File: config.mk
export PLATFORM = sky130hd
export DESIGN_NAME = traffic_light_fsm
export DESIGN_NICKNAME = d
export VERILOG_FILES = /design/src/rtl/traffic_pkg.sv /design/src/rtl/interval_timer.sv /design/src/rtl/traffic_light_fsm.sv
export SDC_FILE = /design/constraint.sdc
export NUM_CORES = 1
export LEC_CHECK = 0
export ABC_CLOCK_PERIOD_IN_PS = 2900
export BUFFER_PORTS_ARGS = -buffer_cell sky130_fd_sc_hd__buf_2
export CORE_ASPECT_RATIO = 1.25
export CORE_MARGIN = 5
export CORE_UTILIZATION = 30
export CTS_CLUSTER_SIZE = 28
export DETAILED_ROUTE_END_ITERATION = 6
export GPL_TIMING_DRIVEN = 0
export SLEW_MARGIN = 0
export SYNTH_ARGS = -nofsm -noshare
export SYNTH_HDL_FRONTEND = slang
export SYNTH_HIERARCHICAL = 1
export SYNTH_SLANG_ARGS = --single-unit
File: constraint.sdc
create_clock -name clk -period 2.9 [get_ports clk]
set_input_delay 0.29 -clock clk [delete_from_list [all_inputs] [get_ports clk]]
set_output_delay 0.29 -clock clk [all_outputs]
set_load 0.02 [all_outputs]
File: src/rtl/traffic_pkg.sv
// Shared state encodings, lamp constants and the lamp decode for the
// main/side intersection controller.
package traffic_pkg;

  typedef enum logic [2:0] {
    S_MG   = 3'd0,
    S_MY   = 3'd1,
    S_WALK = 3'd2,
    S_SG   = 3'd3,
    S_SY   = 3'd4
  } state_t;

  localparam logic [2:0] LT_R = 3'b100;
  localparam logic [2:0] LT_Y = 3'b010;
  localparam logic [2:0] LT_G = 3'b001;

  typedef struct packed {
    logic [2:0] main;
    logic [2:0] side;
    logic       walk;
  } lamps_t;

  // Unknown encodings show the reset aspect so the heads never go dark or conflict.
  function automatic lamps_t decode_lamps(input state_t st);
    lamps_t l;
    l.main = LT_R;
    l.side = LT_R;
    l.walk = 1'b0;
    case (st)
      S_MG:    l.main = LT_G;
      S_MY:    l.main = LT_Y;
      S_WALK:  l.walk = 1'b1;
      S_SG:    l.side = LT_G;
      S_SY:    l.side = LT_Y;
      default: l.main = LT_G;
    endcase
    return l;
  endfunction

endpackage

File: src/rtl/interval_timer.sv
// Loadable down-counter; expire marks the tick on which the current
// interval is used up, so an interval of N lasts exactly N ticks.
module interval_timer #(
  parameter int            TW      = 4,
  parameter logic [TW-1:0] RST_VAL = {TW{1'b0}}
) (
  input  logic          clk,
  input  logic          g_reset,
  input  logic          tick,
  input  logic          load,
  input  logic [TW-1:0] load_val,
  output logic          expire
);

  logic [TW-1:0] count_r;

  assign expire = tick && (count_r == {{(TW-1){1'b0}}, 1'b1});

  // Count register: a load wins over the tick decrement.
  always_ff @(posedge clk or posedge g_reset) begin
    if (g_reset) begin
      count_r <= RST_VAL;
    end else if (load) begin
      count_r <= load_val;
    end else if (tick) begin
      count_r <= count_r - {{(TW-1){1'b0}}, 1'b1};
    end else begin
      count_r <= count_r;
    end
  end

endmodule

File: src/rtl/traffic_light_fsm.sv
// Main/side intersection controller with walk phase and one side-green
// extension; lamp outputs are registered copies of the next-state decode.
module traffic_light_fsm
  import traffic_pkg::*;
#(
  parameter int T_BASE = 6,
  parameter int T_EXT  = 3,
  parameter int T_YEL  = 2,
  parameter int TW     = 4
) (
  input  logic       clk,
  input  logic       g_reset,
  input  logic       tick,
  input  logic       Sensor_Sync,
  input  logic       WR,
  output logic       WR_Reset,
  output logic [2:0] main_light,
  output logic [2:0] side_light,
  output logic       walk_lamp,
  output logic [2:0] state_out
);

  localparam logic [TW-1:0] IV_BASE = TW'(T_BASE);
  localparam logic [TW-1:0] IV_EXT  = TW'(T_EXT);
  localparam logic [TW-1:0] IV_YEL  = TW'(T_YEL);

  state_t        state_r;
  state_t        state_next_s;
  logic          sg_ext_r;
  logic          sg_ext_next_s;
  logic          load_s;
  logic [TW-1:0] load_val_s;
  logic          expire_s;
  lamps_t        lamps_next_s;
  logic [2:0]    main_light_r;
  logic [2:0]    side_light_r;
  logic          walk_lamp_r;
  logic          wr_reset_r;

  interval_timer #(
    .TW      (TW),
    .RST_VAL (IV_BASE)
  ) u_timer (
    .clk      (clk),
    .g_reset  (g_reset),
    .tick     (tick),
    .load     (load_s),
    .load_val (load_val_s),
    .expire   (expire_s)
  );

  // Next-state, extension flag and timer reload; inputs matter only on expire.
  always_comb begin
    state_next_s  = state_r;
    sg_ext_next_s = sg_ext_r;
    load_s        = 1'b0;
    load_val_s    = IV_BASE;
    case (state_r)
      S_MG: begin
        if (expire_s) begin
          load_s = 1'b1;
          if (WR || Sensor_Sync) begin
            state_next_s = S_MY;
            load_val_s   = IV_YEL;
          end else begin
            load_val_s = IV_BASE;
          end
        end else begin
          load_s = 1'b0;
        end
      end
      S_MY: begin
        if (expire_s) begin
          load_s = 1'b1;
          if (WR) begin
            state_next_s = S_WALK;
            load_val_s   = IV_EXT;
          end else begin
            state_next_s  = S_SG;
            load_val_s    = IV_BASE;
            sg_ext_next_s = 1'b0;
          end
        end else begin
          load_s = 1'b0;
        end
      end
      S_WALK: begin
        if (expire_s) begin
          load_s     = 1'b1;
          load_val_s = IV_BASE;
          if (Sensor_Sync) begin
            state_next_s  = S_SG;
            sg_ext_next_s = 1'b0;
          end else begin
            state_next_s = S_MG;
          end
        end else begin
          load_s = 1'b0;
        end
      end
      S_SG: begin
        if (expire_s) begin
          load_s = 1'b1;
          if (Sensor_Sync && !sg_ext_r) begin
            load_val_s    = IV_EXT;
            sg_ext_next_s = 1'b1;
          end else begin
            state_next_s = S_SY;
            load_val_s   = IV_YEL;
          end
        end else begin
          load_s = 1'b0;
        end
      end
      S_SY: begin
        if (expire_s) begin
          load_s       = 1'b1;
          state_next_s = S_MG;
          load_val_s   = IV_BASE;
        end else begin
          load_s = 1'b0;
        end
      end
      default: begin
        state_next_s  = S_MG;
        sg_ext_next_s = 1'b0;
        load_s        = 1'b1;
        load_val_s    = IV_BASE;
      end
    endcase
    lamps_next_s = decode_lamps(state_next_s);
  end

  // State, extension flag and registered lamp/pulse outputs.
  always_ff @(posedge clk or posedge g_reset) begin
    if (g_reset) begin
      state_r      <= S_MG;
      sg_ext_r     <= 1'b0;
      main_light_r <= LT_G;
      side_light_r <= LT_R;
      walk_lamp_r  <= 1'b0;
      wr_reset_r   <= 1'b0;
    end else begin
      state_r      <= state_next_s;
      sg_ext_r     <= sg_ext_next_s;
      main_light_r <= lamps_next_s.main;
      side_light_r <= lamps_next_s.side;
      walk_lamp_r  <= lamps_next_s.walk;
      wr_reset_r   <= (state_next_s == S_WALK) && (state_r != S_WALK);
    end
  end

  assign WR_Reset   = wr_reset_r;
  assign main_light = main_light_r;
  assign side_light = side_light_r;
  assign walk_lamp  = walk_lamp_r;
  assign state_out  = state_r;

endmodule

==> impl_metrics.tcl, run 1 <==
set metrics [dict create \
    remaining_drc_errors 0 \
    outcome "complete, no violations" \
    routabilityCongestion 0.714 \
    die-height_microns 70.2 \
    worst_setup_hold_path_clk_slew_ns 0.09 \
    final.min_clock_period_ns 2.22 \
    clock_sinks 16 \
    layout.cells.most_common "sky130_fd_sc_hd__buf_2" \
    synthDistinctLibCells 35 \
    dp_hpwl_mm 1.35 \
    power.density_nw_per_um2 921 \
    grt_setup_unrepaired "no" \
    port-buffer-count 15 \
    worstPathRequired_ns 3.10 \
    worstPathMaxFanout 10 \
    total_of_flip_flops_plus_latches_after_synthesis 16 \
    max_freq_mhz 450 \
    drt-vias-per-instance 4.79 \
    post-route-cell-area_sq_um 1030 \
    starting_density_of_the_core 0.318 \
    min_delay_worst_endpoint "u_timer/count_r[1]" \
    synth_sequential_area_ratio 0.467 \
    cpMaxStageDelayCell "sky130_fd_sc_hd__nor4bb_1" \
    timing.reg2reg.setup_slack_ns 0.68 \
    cts_tree "yes" \
    setup-violations-final 0 \
    regToRegEndpoint "main_light[1]" \
    worstReg2RegStart "u_timer/count_r[0]" \
    first_global_vias 676 \
    top_delay_family_on_crit_path "simple AND/OR/NAND/NOR gates" \
    post_synth_inst_count 89 \
    grt_start_max_net_pins 13 \
    vias 685 \
    synth-async-reset-ratio 1.00 \
    area_growth_syn_to_layout_pct 18.9 \
    nNetsFinal 117 \
    io_pins 16 \
    count_of_flip_flops_with_a_built_in_enable_after_synthesis 0 \
    cts-resized-gates 0 \
    postPlaceCellArea_sq_um 986 \
    synth_area_sq_um 868 \
    clock_skew_ns 0.000234 \
    drv_slew 0 \
    dp_slack_ns 0.704 \
    min_from "tick" \
    ys_dominant_reg_cell "sky130_fd_sc_hd__dfrtp_1" \
    holdPathStages 4 \
    critical_path.startpoint "u_timer/count_r[0]" \
    finalHoldViolCount 0 \
    grt_antenna_before_repair 0 \
    wl_per_cell_microns 12.7 \
    critical_path.n_buffers_inverters 1 \
    count_of_nets_left_with_antenna_violations_after_detail_routing 0 \
    final_core_util 0.378 \
    timing.critical_path.cells "ha_1 -> nor4bb_1 -> buf_4 -> a21oi_1 -> a311o_1 -> and2_1" \
    gr-usage-all-layers 0.0946 \
    insertion_delay_ns 0.30 \
    detailedRoute.firstPassIterationCount 4 \
    worst_path_arrival_time_ns 2.42 \
    ys_warn_count 6 \
    worstSetupPathType "register to register" \
    final_total_negative_setup_slack_ns 0 \
    worst_hold_path_type "primary input to register" \
    drt_first_iter_violations 36 \
    cts_root_buf "sky130_fd_sc_hd__clkbuf_4" \
    cts_max_level 1 \
    final_critical_path_setup_slack_ns 0.680 \
    worst_setup_ep_type "register" \
    timing.critical_path.slowest_cell_delay_ns 0.61 \
    transition_time_of_the_tightest_slew_check_pin_ns 0.666 \
    ff2ff_path_depth 6 \
    drt-total-wl_mm 1.82 \
    grt.overflow.total 0 \
    power_leakage_nw 0.476 \
    syn_nets 96 \
    first_pass_grt_wire_length_mm 2.91 \
    avgSynthCellArea_sq_um 9.76 \
    fp.dieArea_sq_um 4080 \
    worst_setup_path_start_kind "register" \
    relSlewSlack 0.550 \
    maxCapViolCount 0 \
    layout_common_cells "sky130_fd_sc_hd__buf_2 (16), sky130_fd_sc_hd__dfrtp_1 (12), sky130_fd_sc_hd__nand2_1 (12)" \
    max-clock-path-buffers 2 \
    period_share 0.766 \
    area_of_the_core_sq_um 2730 \
    fraction_of_layout_instances_using_a_drive_strength_above_1 0.275 \
    cts_buffers 3 \
    peakVddDrop_uv 505 \
    num_rows 21 \
    die_width_microns 58.1 \
    antennaDiodeCount 0 \
]
cells in the mapped netlist, types with 2 or more instances:
| cell | number | area share |
|---|---|---|
| sky130_fd_sc_hd__dfstp_2 | 4 | 0.12 |
| sky130_fd_sc_hd__a21oi_1 | 5 | 0.029 |
| sky130_fd_sc_hd__inv_1 | 6 | 0.026 |
| sky130_fd_sc_hd__nand2b_1 | 4 | 0.029 |
| sky130_fd_sc_hd__and2_1 | 2 | 0.014 |
| sky130_fd_sc_hd__conb_1 | 2 | 0.0086 |
| sky130_fd_sc_hd__nor2b_1 | 3 | 0.022 |
| sky130_fd_sc_hd__xnor2_1 | 2 | 0.020 |
| sky130_fd_sc_hd__dfrtp_1 | 12 | 0.35 |
| sky130_fd_sc_hd__o21ai_0 | 6 | 0.035 |
| sky130_fd_sc_hd__o31ai_1 | 2 | 0.017 |
| sky130_fd_sc_hd__ha_1 | 2 | 0.029 |
| sky130_fd_sc_hd__nand3b_1 | 2 | 0.017 |
| sky130_fd_sc_hd__buf_6 | 2 | 0.026 |
| sky130_fd_sc_hd__nand2_1 | 12 | 0.052 |
| sky130_fd_sc_hd__o21ai_1 | 3 | 0.017 |
| sky130_fd_sc_hd__nor2_1 | 2 | 0.0086 |
flip-flops by register name, summed over array words and instances, names as in the netlist:
register,flops
WR_Reset,1
main_light,3
sg_ext_r,1
side_light,3
state_out,3
u_timer/count_r,4
walk_lamp,1
routing by layer:
layer	wire length, microns	track usage
met5	0	0
met4	45	0.0541
met3	129	0.0313
met1	789	0.112
met2	859	0.147
how the worst max path moves through the flow:
stage / to / cells past startpoint
floorplan: main_light[1] / 6
CTS: main_light[1] / 6
global route: side_light[0] / 7
global placement: main_light[1] / 6
finish: main_light[1] / 6
detailed placement: main_light[1] / 6
stage by stage:
step	hold WS (ns)	total power, mW	instances
3_5_place_dp	0.185	0.807	138
3_3_place_gp	0.183	0.790	138
6_report	0.318	0.950	143
5_1_grt	0.341	1.03	143
4_1_cts	0.323	0.961	143
2_1_floorplan	0.0546	0.689	89
power breakdown:
part	switching, mW	internal, mW	total, mW
clock network	0.0735	0.0767	0.150
registers	0.0652	0.320	0.386
logic	0.247	0.168	0.415
cells by family after synthesis:
family          share of synthesized area
compound gates                      0.160
other cells                       0.00865
mux                                0.0115
simple gates                        0.223
fa+ha+maj                          0.0288
flops                               0.467
xor+xnor                           0.0303
buf+inv                            0.0706
tightest hold or removal path: stages:
cell and delay, ns:
sky130_fd_sc_hd__buf_2 0.13, sky130_fd_sc_hd__nand2_1 0.06, sky130_fd_sc_hd__o21ai_0 0.06, sky130_fd_sc_hd__o21ai_0 0.08
cell type report:
| type | instances | area, sq um |
|---|---|---|
| Buffer | 4 | 35.0 |
| Sequential cell | 16 | 405 |
| Fill cell | 277 | 1700 |
| Clock buffer | 4 | 36.3 |
| Inverter | 7 | 26.3 |
| Timing Repair Buffer | 16 | 85.1 |
| Multi-Input combinational cell | 62 | 402 |
| Tap cell | 34 | 42.5 |
what timing repair did:
item | 4_1_cts | 5_1_grt
hold endpoints to repair | 2 | 0
hold buffers | 1 | 0
setup buffers | 0 | 0
Note: power is estimated with default switching activity, not from simulation.
==> run 2, diff against run 1 <==
--- a/config.mk
+++ b/config.mk
@@ -5,7 +5,7 @@
 export SDC_FILE = /design/constraint.sdc
 export NUM_CORES = 1
 export LEC_CHECK = 0
-export ABC_CLOCK_PERIOD_IN_PS = 2900
+export ABC_CLOCK_PERIOD_IN_PS = 1850
 export BUFFER_PORTS_ARGS = -buffer_cell sky130_fd_sc_hd__buf_2
 export CORE_ASPECT_RATIO = 1.25
 export CORE_MARGIN = 5
==> constraint.sdc (replaced) <==
create_clock -name clk -period 1.85 [get_ports clk]
set_input_delay 0.185 -clock clk [delete_from_list [all_inputs] [get_ports clk]]
set_output_delay 0.185 -clock clk [all_outputs]
set_load 0.02 [all_outputs]
==> impl_metrics.tcl, run 2 (same netlist as run 1, synthesis figures left out) <==
set metrics [dict create \
    outcome "complete, no violations" \
    worst_hold_path_type "primary input to register" \
    post-route-cell-area_sq_um 1100 \
    detailedRoute.firstPassIterationCount 4 \
    max-clock-path-buffers 2 \
    antennaDiodeCount 0 \
    gr-usage-all-layers 0.0997 \
    drt-total-wl_mm 1.84 \
    area_growth_syn_to_layout_pct 26.5 \
    die_width_microns 58.1 \
    worstReg2RegStart "u_timer/count_r[1]" \
    period_share 0.955 \
    grt.overflow.total 0 \
    num_rows 21 \
    insertion_delay_ns 0.28 \
    setup-violations-final 0 \
    count_of_nets_left_with_antenna_violations_after_detail_routing 0 \
    worst_path_arrival_time_ns 1.95 \
    vias 691 \
    fp.dieArea_sq_um 4080 \
    drt-vias-per-instance 4.70 \
    worst_setup_path_start_kind "register" \
    largest_register "u_timer/count_r" \
    worstPathRequired_ns 2.03 \
    drv_slew 0 \
    dp_hpwl_mm 1.27 \
    ff2ff_path_depth 7 \
    holdPathStages 4 \
    worstPathMaxFanout 6 \
    cts_max_level 1 \
    remaining_drc_errors 0 \
    min_from "tick" \
    drt_first_iter_violations 16 \
    first_pass_grt_wire_length_mm 3.20 \
    layout.cells.most_common "sky130_fd_sc_hd__buf_2" \
    final.min_clock_period_ns 1.77 \
    maxCapViolCount 0 \
    clock_skew_ns 0.000493 \
    power_leakage_nw 0.502 \
    clock_sinks 16 \
    layout_common_cells "sky130_fd_sc_hd__buf_2 (16), sky130_fd_sc_hd__nand2_1 (12), sky130_fd_sc_hd__dfrtp_1 (11)" \
    timing.critical_path.slowest_cell_delay_ns 0.55 \
    postPlaceCellArea_sq_um 992 \
    io_pins 16 \
    largest_reg_flops 4 \
    finalHoldViolCount 0 \
    critical_path.startpoint "u_timer/count_r[1]" \
    fraction_of_layout_instances_using_a_drive_strength_above_1 0.345 \
    area_of_the_core_sq_um 2730 \
    worst_setup_ep_type "register" \
    die-height_microns 70.2 \
    max_freq_mhz 566 \
    cts_root_buf "sky130_fd_sc_hd__clkbuf_4" \
    first_global_vias 762 \
    grt_setup_unrepaired "yes" \
    worst_setup_hold_path_clk_slew_ns 0.09 \
    peakVddDrop_uv 741 \
    totalPowerFinal_mw 1.60 \
    starting_density_of_the_core 0.318 \
    grt_antenna_before_repair 0 \
    routabilityCongestion 0.841 \
    worstSetupPathType "register to register" \
    cpMaxStageDelayCell "sky130_fd_sc_hd__dfstp_2" \
    power.density_nw_per_um2 1460 \
    timing.critical_path.cells "inv_2 -> ha_4 -> nor4bb_4 -> and4b_1 -> a31oi_1 -> o221ai_2 -> and2_1" \
    cts_buffers 3 \
    nNetsFinal 121 \
    port-buffer-count 15 \
    wl_per_cell_microns 12.5 \
    grt_start_max_net_pins 13 \
    cts_tree "yes" \
]
-- run 2: worst max-delay path: cells and delay by family (launching register included) --
| family | cells | cell delay, ns |
|---|---|---|
| AO/OA/AOI/OAI | 2 | 0.38 |
| adder cells (fa/ha/maj) | 1 | 0.15 |
| buffers and inverters | 1 | 0.05 |
| flip-flops | 1 | 0.55 |
| AND/OR/NAND/NOR | 3 | 0.54 |
-- run 2: cell type report --
class	count	area (sq um)
Buffer	4	38.8
Clock buffer	4	36.3
Fill cell	289	1630
Inverter	7	26.3
Multi-Input combinational cell	62	433
Sequential cell	16	407
Tap cell	34	42.5
Timing Repair Buffer	20	115
-- run 2: worst paths after layout --
| check | endpoint | slack [ns] |
|---|---|---|
| hold reg to reg | sg_ext_r | 0.62 |
| setup / recovery | side_light[0] | 0.08 |
| min in group asynchronous | u_timer/count_r[3] | 0.33 |
| hold / removal | u_timer/count_r[1] | 0.24 |
| setup reg to reg | side_light[0] | 0.08 |
| max in group asynchronous | main_light[0] | 1.06 |
-- run 2: stage by stage --
stage / setup TNS, ns / util / instances / setup slack, ns / hold WS, ns
detailed placement: -0.608 / 0.363 / 138 / -0.170 / 0.0834
floorplan: 0 / - / 89 / 0.0719 / -0.0504
finish: 0 / 0.402 / 147 / 0.0824 / 0.236
global placement: -0.414 / 0.363 / 138 / -0.136 / 0.0796
global route: -0.0216 / 0.402 / 147 / -0.0110 / 0.294
CTS: 0 / 0.386 / 144 / 0.0497 / 0.225
-- run 2: metal layers --
metal | share of wire | vias up | track usage
li1 | - | 350 | -
met1 | 0.47 | 323 | 0.130
met2 | 0.47 | 14 | 0.153
met3 | 0.032 | 4 | 0.0184
met4 | 0.024 | 0 | 0.0541
met5 | 0 | - | 0
-- run 2: repair_timing --
item                       4_1_cts  5_1_grt
setup buffers                    1        3
resized for setup                2        5
cloned                           0        0
hold endpoints to repair        14        0
setup endpoints to repair        9        3
hold buffers                     1        0
pin swaps                        2        4
-- run 2: report_power, final --
group / switching [mW] / total [mW] / internal (mW) / leakage [nW]
registers: 0.108 / 0.612 / 0.504 / 0.193
logic: 0.425 / 0.760 / 0.335 / 0.288
clock network: 0.107 / 0.227 / 0.120 / 0.0210
total: 0.640 / 1.60 / 0.959 / 0.502
==> run 3, diff against run 2 <==
--- a/config.mk
+++ b/config.mk
@@ -6,13 +6,14 @@
 export NUM_CORES = 1
 export LEC_CHECK = 0
 export ABC_CLOCK_PERIOD_IN_PS = 1850
-export BUFFER_PORTS_ARGS = -buffer_cell sky130_fd_sc_hd__buf_2
+export BUFFER_PORTS_ARGS = -buffer_cell sky130_fd_sc_hd__buf_4
 export CORE_ASPECT_RATIO = 1.25
 export CORE_MARGIN = 5
 export CORE_UTILIZATION = 30
 export CTS_CLUSTER_SIZE = 28
 export DETAILED_ROUTE_END_ITERATION = 6
 export GPL_TIMING_DRIVEN = 0
+export PLACE_DENSITY_LB_ADDON = 0.15
 export SLEW_MARGIN = 0
 export SYNTH_ARGS = -nofsm -noshare
 export SYNTH_HDL_FRONTEND = slang
==> impl_metrics.tcl, run 3 (same netlist as run 1, synthesis figures left out) <==
set metrics [dict create \
    drt-total-wl_mm 1.88 \
    remaining_drc_errors 0 \
    io_pins 16 \
    p_clk_frac 0.145 \
    worstPathRequired_ns 2.04 \
    starting_density_of_the_core 0.318 \
    worstReg2RegStart "u_timer/count_r[1]" \
    ff2ff_path_depth 7 \
    cts_buffers 3 \
    worst_hold_path_type "primary input to register" \
    dr.max_layer_used "met4" \
    detailedRoute.firstPassIterationCount 4 \
    final.min_clock_period_ns 1.72 \
    wl_met1_microns 808 \
    setup-violations-final 0 \
    worst_setup_ep_type "register" \
    maxCapViolCount 0 \
    worstSetupPathType "register to register" \
    wl_met3_microns 62 \
    comb_power_share 0.480 \
    timing.critical_path.cells "inv_2 -> ha_4 -> nor4bb_4 -> and4b_1 -> a31oi_1 -> o221ai_2 -> and2_1" \
    min_from "tick" \
    fraction_of_layout_instances_using_a_drive_strength_above_1 0.357 \
    vias 689 \
    cts_root_buf "sky130_fd_sc_hd__clkbuf_4" \
    antennaDiodeCount 0 \
    dp_slack_ns -0.216 \
    outcome "complete, no violations" \
    drt-vias-per-instance 4.62 \
    timing.critical_path.slowest_cell_delay_ns 0.56 \
    die-height_microns 70.2 \
    grt_antenna_before_repair 0 \
    area_of_the_core_sq_um 2730 \
    switching_share 0.392 \
    grt.overflow.total 0 \
    area_growth_syn_to_layout_pct 31.7 \
    multi_input_comb_area_sq_um 429 \
    port-buffer-count 15 \
    largest_register "u_timer/count_r" \
    seqCellArea_sq_um 407 \
    insertion_delay_ns 0.30 \
    detailroute.wirelength.met2_microns 949 \
    peakVddDrop_uv 743 \
    layout_common_cells "sky130_fd_sc_hd__buf_4 (22), sky130_fd_sc_hd__nand2_1 (12), sky130_fd_sc_hd__dfrtp_1 (11)" \
    fillerInstances 285 \
    period_share 0.930 \
    num_rows 21 \
    worst_setup_path_start_kind "register" \
    max_freq_mhz 581 \
    first_global_vias 752 \
    drv_slew 0 \
    grt_start_max_net_pins 13 \
    routabilityCongestion 0.799 \
    first_pass_grt_wire_length_mm 3.36 \
    die_width_microns 58.1 \
    layout.cells.most_common "sky130_fd_sc_hd__buf_4" \
    clock_skew_ns 0.00880 \
    clock_sinks 16 \
    post-route-cell-area_sq_um 1140 \
    fp.dieArea_sq_um 4080 \
    finalHoldViolCount 0 \
    count_of_nets_left_with_antenna_violations_after_detail_routing 0 \
    dp_hpwl_mm 1.37 \
    cts_tree "yes" \
    grt_setup_unrepaired "no" \
    postPlaceCellArea_sq_um 1030 \
    max-clock-path-buffers 2 \
    holdPathStages 4 \
    final_critical_path_setup_slack_ns 0.129 \
    regToRegEndpoint "side_light[0]" \
    worst_setup_hold_path_clk_slew_ns 0.09 \
    intPower_mw 1.00 \
    power_leakage_nw 0.524 \
    cpMaxStageDelayCell "sky130_fd_sc_hd__dfstp_2" \
    timing.reg2reg.setup_slack_ns 0.13 \
    nNetsFinal 123 \
    gr-usage-all-layers 0.108 \
    wl_per_cell_microns 12.6 \
    power.density_nw_per_um2 1440 \
    power.switching_mw 0.645 \
    final_total_negative_setup_slack_ns 0 \
    drt_first_iter_violations 21 \
    cts_max_level 1 \
    largest_reg_flops 4 \
    min_delay_worst_endpoint "u_timer/count_r[1]" \
    worstPathMaxFanout 6 \
    pwr-share-seq 0.375 \
    worst_path_arrival_time_ns 1.91 \
]
-- run 3: changes by cell type in the layout (fill, tap and decap cells not counted), sizes merged --
cell    delta
buf        +2
clkinv     -1
inv        +1
-- run 3: layer usage --
metal	vias up	GRT usage
li1	355	-
met1	315	0.123
met2	14	0.177
met3	5	0.0203
met4	0	0.0773
met5	-	0
-- run 3: power groups by stage --
stage | sequential [mW] | clock (mW) | combinational, mW
3_3_place_gp | 0.614 | 0 | 0.686
5_1_grt | 0.632 | 0.263 | 0.878
4_1_cts | 0.628 | 0.253 | 0.711
2_1_floorplan | 0.697 | 0 | 0.390
3_5_place_dp | 0.626 | 0 | 0.692
6_report | 0.617 | 0.239 | 0.790
-- run 3: worst max path at each step --
stage                       start       endpoint  slack, ns  depth (start not counted)
3_3_place_gp   u_timer/count_r[0]  main_light[1]      -0.17                          6
5_1_grt        u_timer/count_r[1]  side_light[0]       0.02                          7
2_1_floorplan  u_timer/count_r[0]  main_light[1]       0.07                          6
3_5_place_dp   u_timer/count_r[0]  main_light[1]      -0.22                          6
4_1_cts        u_timer/count_r[1]  main_light[1]       0.01                          7
6_report       u_timer/count_r[1]  side_light[0]       0.13                          7
-- run 3: per-stage QoR --
stage | power, mW | hold WS [ns] | util | cells
2_1_floorplan | 1.09 | -0.0504 | - | 89
3_3_place_gp | 1.30 | 0.0981 | 0.377 | 138
3_5_place_dp | 1.32 | 0.0992 | 0.377 | 138
4_1_cts | 1.59 | 0.182 | 0.403 | 145
5_1_grt | 1.77 | 0.215 | 0.418 | 149
6_report | 1.64 | 0.195 | 0.418 | 149
-- run 3: worst max-delay path, delay by kind of cell, from the launching register on --
family	cells	cell delay, ns
buffers and inverters	1	0.05
adders and majority gates	1	0.14
DFF	1	0.56
AOI/OAI and AO/OA	2	0.35
and+or+nand+nor	3	0.52
-- run 3: cell type report --
| class | count | area share |
|---|---|---|
| plain buffers | 4 | 0.0306 |
| clock buffers | 4 | 0.0317 |
| inverters | 7 | 0.0230 |
| multi-input cells | 62 | 0.375 |
| flip-flops and latches | 16 | 0.356 |
| well taps | 34 | 0.0372 |
| repair buffers | 22 | 0.147 |
-- run 3: what timing repair did --
action	in CTS	in global routing
setup buffers	2	4
endpoints found under the hold margin	14	0
pin swaps	2	5
endpoints found under the setup margin	13	8
resized for setup	2	4
hold buffers	1	0
